**config.mk**
```make
export PLATFORM = sky130hd
export DESIGN_NAME = jtag_scan_seq
export DESIGN_NICKNAME = d
export VERILOG_FILES = /design/src/rtl/jtag_scan_seq.sv
export SDC_FILE = /design/constraint.sdc
export NUM_CORES = 1
export LEC_CHECK = 0
export CAP_MARGIN = 30
export CORE_MARGIN = 1
export CORE_UTILIZATION = 52
export CTS_BUF_LIST = sky130_fd_sc_hd__clkbuf_4 sky130_fd_sc_hd__clkbuf_8 sky130_fd_sc_hd__clkbuf_16
export CTS_CLUSTER_SIZE = 8
export DETAILED_ROUTE_END_ITERATION = 10
export GPL_TIMING_DRIVEN = 0
export HOLD_SLACK_MARGIN = 0.12
export PLACE_DENSITY = 0.77
export SYNTH_ARGS = -nofsm -noshare
export SYNTH_HDL_FRONTEND = slang
export SYNTH_SLANG_ARGS = --single-unit
export TNS_END_PERCENT = 100
```
**constraint.sdc**
```tcl
create_clock -name tck -period 2.8 [get_ports tck]
set_input_delay 0.56 -clock tck [delete_from_list [all_inputs] [get_ports tck]]
set_output_delay 0.56 -clock tck [all_outputs]
set_load 0.005 [all_outputs]
```
**src/rtl/jtag_scan_seq.sv**
```systemverilog
// jtag_scan_seq: whole-scan JTAG master; walks a TAP through IR/DR/reset sequences on TCK.
// Latency (accept edge E0 to rsp_valid): DR n bits E0+n+5, IR E0+IR_WIDTH+6, reset E0+6, DR len 0 E0+1.
// Backpressure: one command in flight; cmd_ready stays low until the response has been consumed.
//
// Ports:
//   tck, trst_n          scan clock shared with the TAP, async active-low reset
//   cmd_valid/cmd_ready  command handshake; cmd_is_ir, cmd_reset, cmd_len, cmd_data qualify it
//   rsp_valid/rsp_ready  response handshake; rsp_data holds captured TDO, first bit in [0]
//   tms, tdi, tdo        TAP pins
//
// Optional feature macro: JTAG_SEQ_IDLE_EN adds input cmd_idle[3:0], the number of extra
// Run-Test/Idle cycles spent after a scan before the response is raised.
module jtag_scan_seq #(
   parameter int IR_WIDTH = 8,
   parameter int DR_MAX   = 32,
   parameter int LEN_W    = 6
) (
   input  logic              tck,
   input  logic              trst_n,
   input  logic              cmd_valid,
   output logic              cmd_ready,
   input  logic              cmd_is_ir,
   input  logic              cmd_reset,
   input  logic [LEN_W-1:0]  cmd_len,
   input  logic [DR_MAX-1:0] cmd_data,
`ifdef JTAG_SEQ_IDLE_EN
   input  logic [3:0]        cmd_idle,
`endif
   output logic              rsp_valid,
   input  logic              rsp_ready,
   output logic [DR_MAX-1:0] rsp_data,
   output logic              tms,
   output logic              tdi,
   input  logic              tdo
);

   // The counter serves both shift lengths and the 4-cycle reset walk.
   localparam int LMAX   = (DR_MAX > IR_WIDTH) ? DR_MAX : IR_WIDTH;
   localparam int CNT_W0 = $clog2(LMAX + 1);
   localparam int CNT_W  = (CNT_W0 < 2) ? 2 : CNT_W0;
   localparam logic [CNT_W-1:0] C_ONE      = CNT_W'(1);
   localparam logic [CNT_W-1:0] C_RST_LAST = CNT_W'(3);

   typedef enum logic [3:0] {
      S_TLR,
      S_IDLE,
      S_SEL_DR,
      S_SEL_IR,
      S_CAP,
      S_SHIFT,
      S_EXIT1,
      S_UPDATE,
      S_RST
   } state_t;

   state_t              r_state;
   state_t              w_state_nxt;
   logic                r_go;
   logic                r_is_ir;
   logic                r_is_rst;
   logic                r_rsp_vld;
   logic [CNT_W-1:0]    r_len;
   logic [CNT_W-1:0]    r_cnt;
   logic [DR_MAX-1:0]   r_sh;
   logic [DR_MAX-1:0]   r_cap;

   logic                w_accept;
   logic                w_last;
   logic                w_nop;
   logic                w_finish;
   logic                w_post;
   logic                w_idle_zero;
   logic                w_idle_done;

   assign cmd_ready = (r_state == S_IDLE) && !r_go && !r_rsp_vld;
   assign w_accept  = cmd_valid && cmd_ready;
   assign rsp_valid = r_rsp_vld;
   assign rsp_data  = r_cap;

   assign w_last = (r_cnt == (r_len - C_ONE));
   // A zero-length DR scan completes from IDLE without moving the TAP.
   assign w_nop  = !r_is_ir && !r_is_rst && (r_len == '0);

`ifdef JTAG_SEQ_IDLE_EN
   logic       r_post;
   logic [3:0] r_idle;
   logic [3:0] r_icnt;
   logic       w_post_set;

   assign w_post      = r_post;
   assign w_idle_zero = (r_idle == 4'd0);
   assign w_idle_done = (r_icnt == 4'd1);
   assign w_post_set  = (r_state == S_UPDATE) && !w_idle_zero;

   always_ff @(posedge tck or negedge trst_n) begin
      if (!trst_n) begin
         r_post <= 1'b0;
         r_idle <= 4'd0;
         r_icnt <= 4'd0;
      end else begin
         if (w_accept) begin
            r_idle <= cmd_idle;
         end
         if (w_post_set) begin
            r_post <= 1'b1;
            r_icnt <= r_idle;
         end else if (r_post) begin
            if (w_idle_done) begin
               r_post <= 1'b0;
            end
            r_icnt <= r_icnt - 4'd1;
         end
      end
   end
`else
   assign w_post      = 1'b0;
   assign w_idle_zero = 1'b1;
   assign w_idle_done = 1'b0;
`endif

   always_ff @(posedge tck or negedge trst_n) begin
      if (!trst_n) begin
         r_state <= S_TLR;
      end else begin
         r_state <= w_state_nxt;
      end
   end

   // Next state plus TAP pin decode; tms/tdi depend on registers only.
   always_comb begin
      w_state_nxt = r_state;
      w_finish    = 1'b0;
      tms         = 1'b0;
      tdi         = 1'b0;
      case (r_state)
         S_TLR: begin
            w_state_nxt = S_IDLE;
            w_finish    = r_go;      // end of a reset command
         end
         S_IDLE: begin
            if (w_post) begin
               w_finish = w_idle_done;
            end else if (r_go) begin
               if (r_is_rst) begin
                  tms         = 1'b1;
                  w_state_nxt = S_RST;
               end else if (w_nop) begin
                  w_finish = 1'b1;
               end else begin
                  tms         = 1'b1;
                  w_state_nxt = S_SEL_DR;
               end
            end
         end
         S_SEL_DR: begin
            tms         = r_is_ir;
            w_state_nxt = r_is_ir ? S_SEL_IR : S_CAP;
         end
         S_SEL_IR: begin
            w_state_nxt = S_CAP;
         end
         S_CAP: begin
            w_state_nxt = S_SHIFT;
         end
         S_SHIFT: begin
            tms = w_last;
            tdi = r_sh[0];
            if (w_last) begin
               w_state_nxt = S_EXIT1;
            end
         end
         S_EXIT1: begin
            tms         = 1'b1;
            w_state_nxt = S_UPDATE;
         end
         S_UPDATE: begin
            w_state_nxt = S_IDLE;
            w_finish    = w_idle_zero;
         end
         S_RST: begin
            tms = 1'b1;
            if (r_cnt == C_RST_LAST) begin
               w_state_nxt = S_TLR;
            end
         end
         default: begin
            w_state_nxt = S_TLR;
         end
      endcase
   end

   always_ff @(posedge tck or negedge trst_n) begin
      if (!trst_n) begin
         r_go      <= 1'b0;
         r_is_ir   <= 1'b0;
         r_is_rst  <= 1'b0;
         r_rsp_vld <= 1'b0;
         r_len     <= '0;
         r_cnt     <= '0;
         r_sh      <= '0;
         r_cap     <= '0;
      end else begin
         if (r_rsp_vld && rsp_ready) begin
            r_rsp_vld <= 1'b0;
         end
         if (w_accept) begin
            r_go     <= 1'b1;
            r_is_rst <= cmd_reset;
            r_is_ir  <= cmd_is_ir && !cmd_reset;
            r_sh     <= cmd_data;
            r_cap    <= '0;
            if (cmd_reset) begin
               r_len <= '0;
            end else if (cmd_is_ir) begin
               r_len <= CNT_W'(IR_WIDTH);
            end else if (int'(cmd_len) > DR_MAX) begin
               r_len <= CNT_W'(DR_MAX);
            end else begin
               r_len <= CNT_W'(cmd_len);
            end
         end
         if (w_finish) begin
            r_go      <= 1'b0;
            r_rsp_vld <= 1'b1;
         end
         // Counter restarts on every state change; it runs only in SHIFT and RST.
         if (w_state_nxt != r_state) begin
            r_cnt <= '0;
         end else if (r_state == S_SHIFT || r_state == S_RST) begin
            r_cnt <= r_cnt + C_ONE;
         end
         if (r_state == S_SHIFT) begin
            r_sh <= r_sh >> 1;
            for (int i = 0; i < DR_MAX; i++) begin
               if (r_cnt == CNT_W'(i)) begin
                  r_cap[i] <= tdo;
               end
            end
         end
      end
   end

endmodule

```
==> impl_metrics.toml <==
[sta]
period_needed_ps = 3033
setup_violations = 1
relSlewSlack_pct = 46.81
finClkSkew_ps = 10.05
fin_crit_sh_pct = 108.3
fmax_mhz = 329.7
rsz0062_at_grt = "yes"
hold_viol = 0
final.setup.worst_slack_ps = -233.0
slew_viol_final = 0
tightest_slew_ps = 786.8

[worst_setup_path]
cp-end-kind = "output pin"
rr_worst_depth = 7
cp_slowest_cell = "or4_4"
crit_path_start_kind = "register"
path_max_fanout = 2
rr_endpoint = "r_cnt[0]$_DFFE_PN0P_"
crit_chain = "or3_4 > or4_4 > a2111oi_4 > nand2_2 > o2111ai_2 > buf_2"
critPathBufInv = 1
cpPeakStageDelay_ps = 500
reg2reg_slack_ps = 250
path_delay_family = "simple AND/OR/NAND/NOR gates"
r2r_start = "r_len[2]$_DFFE_PN0P_"
cp_data_required_time_ps = 2240
arrival_ps = 2470
timing_worst_setup_path_type = "register to output pin"

[floorplan]
die_area_um2 = 8246
die_h_um = 90.81
rows = 32
die_x_um = 90.81
core_area_um2 = 7687
num_io_pins = 81
start_util_pct = 53.35

[routing]
drc = 0
drt-total-wl_mm = 9.686
wl_per_cell_um = 15.47
ant_nets = 0
dr.pass1.iters = 5
dr.first_iter.drc_count = 228
vias_per_cell = 5.644
vias = 3533

[cts]
clk_latency_ps = 360
cts_tree = "built"
path_clk_slew_ps = 90
numCtsBuffers = 9
cts_max_path_buffers = 2
hold_buffers = 0
htree_levels = 3
root_buffer = "clkbuf_8"
cts.sinks = 84

[synth]
synth-seq-area-share_pct = 51.25
synthFlopType = "dfrtp_1"
syn-cell-area_um2 = 4101
ys_ff_latch = 84
avgSynthCellArea_um2 = 9.650
synth_edf_count = 0
postSynth.asyncResetShare_pct = 100.0
netlist_instances = 425
syn_nets = 475
ys_warn_count = 0
yosysUniqueCellTypes = 47

[place]
port_buffers = 80
gp_congestion = 0.8755
placed_area_um2 = 5055
place_ws_ps = -342.4
dpl.hpwl_mm = 6.995
dp_cells = 608

[run_status]
violations = "negative setup slack"
outcome = "finished with violations"

[global_routing]
overflow = 0
grtUsageTotal_pct = 25.29
grt_max_degree = 50
grt_pass1_wl_mm = 16.54
antenna_found_initial = 0
grt_pass1_vias = 3469

[cells_and_area]
final_cell_mix = "dfrtp_1 (82), clkdlybuf4s50_1 (78), nand2_1 (71)"
final_common_cell = "dfrtp_1"
final_cell_area_um2 = 5344
syn_to_final_growth_pct = 30.29
fin_cells = 626
drive_gt1_share_pct = 8.015
finish.utilization_pct = 69.52
finalNetCount = 569
diodes = 0

[hold_path]
min_path_type = "primary input to async pin"

[pwr]
p_leak_nw = 2.284
vdd_drop_max_mv = 0.4842
powerDensity_nw_per_um2 = 943.6

[flow_run]
maxCapViolations = 0
routing by layer:
metal | track usage [%] | vias up | share of wire, %
met2 | 42.05 | 100 | 49
met5 | 0 | - | 0
met3 | 3.872 | 15 | 5.3
li1 | - | 1720 | -
met1 | 33.22 | 1698 | 44
met4 | 10.19 | 0 | 1.7
repair_timing:
item                                    in CTS  in global routing
buffers inserted                             3                  1
endpoints found under the setup margin       3                 15
pin swaps                                    3                  3
gates resized for setup                     11                  8
worst register-to-register path: stages, from the launching register on:
cell and delay, ps:
dfrtp_1 390, or3_4 390, or4_4 500, a2111oi_4 410, buf_4 170, nand4_1 120
a21oi_2 320, nor4_1 100
through the flow:
stage	hold WS (ps)	setup TNS (ps)	total power, mW
global placement	460.1	-152510	3.937
global route	179.4	-334.6	5.408
detailed placement	471.7	-342.4	4.040
floorplan	264.4	0	3.202
finish	153.2	-233.0	5.043
CTS	163.7	-250.1	5.039
report_power, final:
group          leakage (nW)  internal, mW  switching (mW)
combinational          1.08          1.03            1.08
sequential             1.10          1.68           0.326
clock                 0.111         0.472           0.458
total                  2.28          3.18            1.87
state kept, by name, indices dropped and copies added, names as in the netlist:
name and flops:
r_state 4, r_sh 32, r_go 1, rsp_valid 1
r_is_ir 1, r_cnt 6, r_is_rst 1, rsp_data 32
r_len 6
worst max path at each step:
stage	startpoint	end	slack, ps	cells past startpoint
2_1_floorplan	r_len[2]$_DFFE_PN0P_	tms	280	5
3_3_place_gp	trst_n	r_sh[9]$_DFFE_PN0P_	-1820	1
3_5_place_dp	r_len[2]$_DFFE_PN0P_	tms	-340	6
4_1_cts	r_len[2]$_DFFE_PN0P_	tms	-250	6
5_1_grt	r_len[2]$_DFFE_PN0P_	tms	-330	6
6_report	r_len[2]$_DFFE_PN0P_	tms	-230	6
kinds of logic after synthesis:
group	count (synthesis)	share of synthesized area, %
xor+xnor	11	2.349
compound gates	106	16.08
flops	84	51.25
buf+inv	41	4.027
simple gates	145	16.72
mux	33	8.054
fa+ha+maj	5	1.525
layout make-up:
type / count / area (um2)
fill: 621 / 2344
multi-input combinational: 300 / 1883
tap: 102 / 127.6
timing repair buffer: 85 / 850.8
inverter: 11 / 41.29
buffer: 28 / 120.1
sequential: 84 / 2105
clock inverter: 5 / 65.06
clock buffer: 11 / 151.4
Yosys cell counts (5+ instances only):
| library cell | n | area (um2) |
|---|---|---|
| nor3_1 | 5 | 25.02 |
| xnor2_1 | 5 | 43.79 |
| nand2_1 | 72 | 270.3 |
| o31ai_1 | 11 | 82.58 |
| dfrtp_1 | 84 | 2102 |
| clkbuf_1 | 23 | 86.33 |
| nor2_1 | 9 | 33.78 |
| inv_1 | 11 | 41.29 |
| xor2_1 | 6 | 52.55 |
| mux2i_1 | 33 | 330.3 |
| nor4_1 | 7 | 43.79 |
| nand3_1 | 28 | 140.1 |
| o211ai_1 | 9 | 67.56 |
| buf_2 | 6 | 30.03 |
| o21ai_0 | 58 | 290.3 |
| ha_1 | 5 | 62.56 |
(Power assumes the default switching activity.)
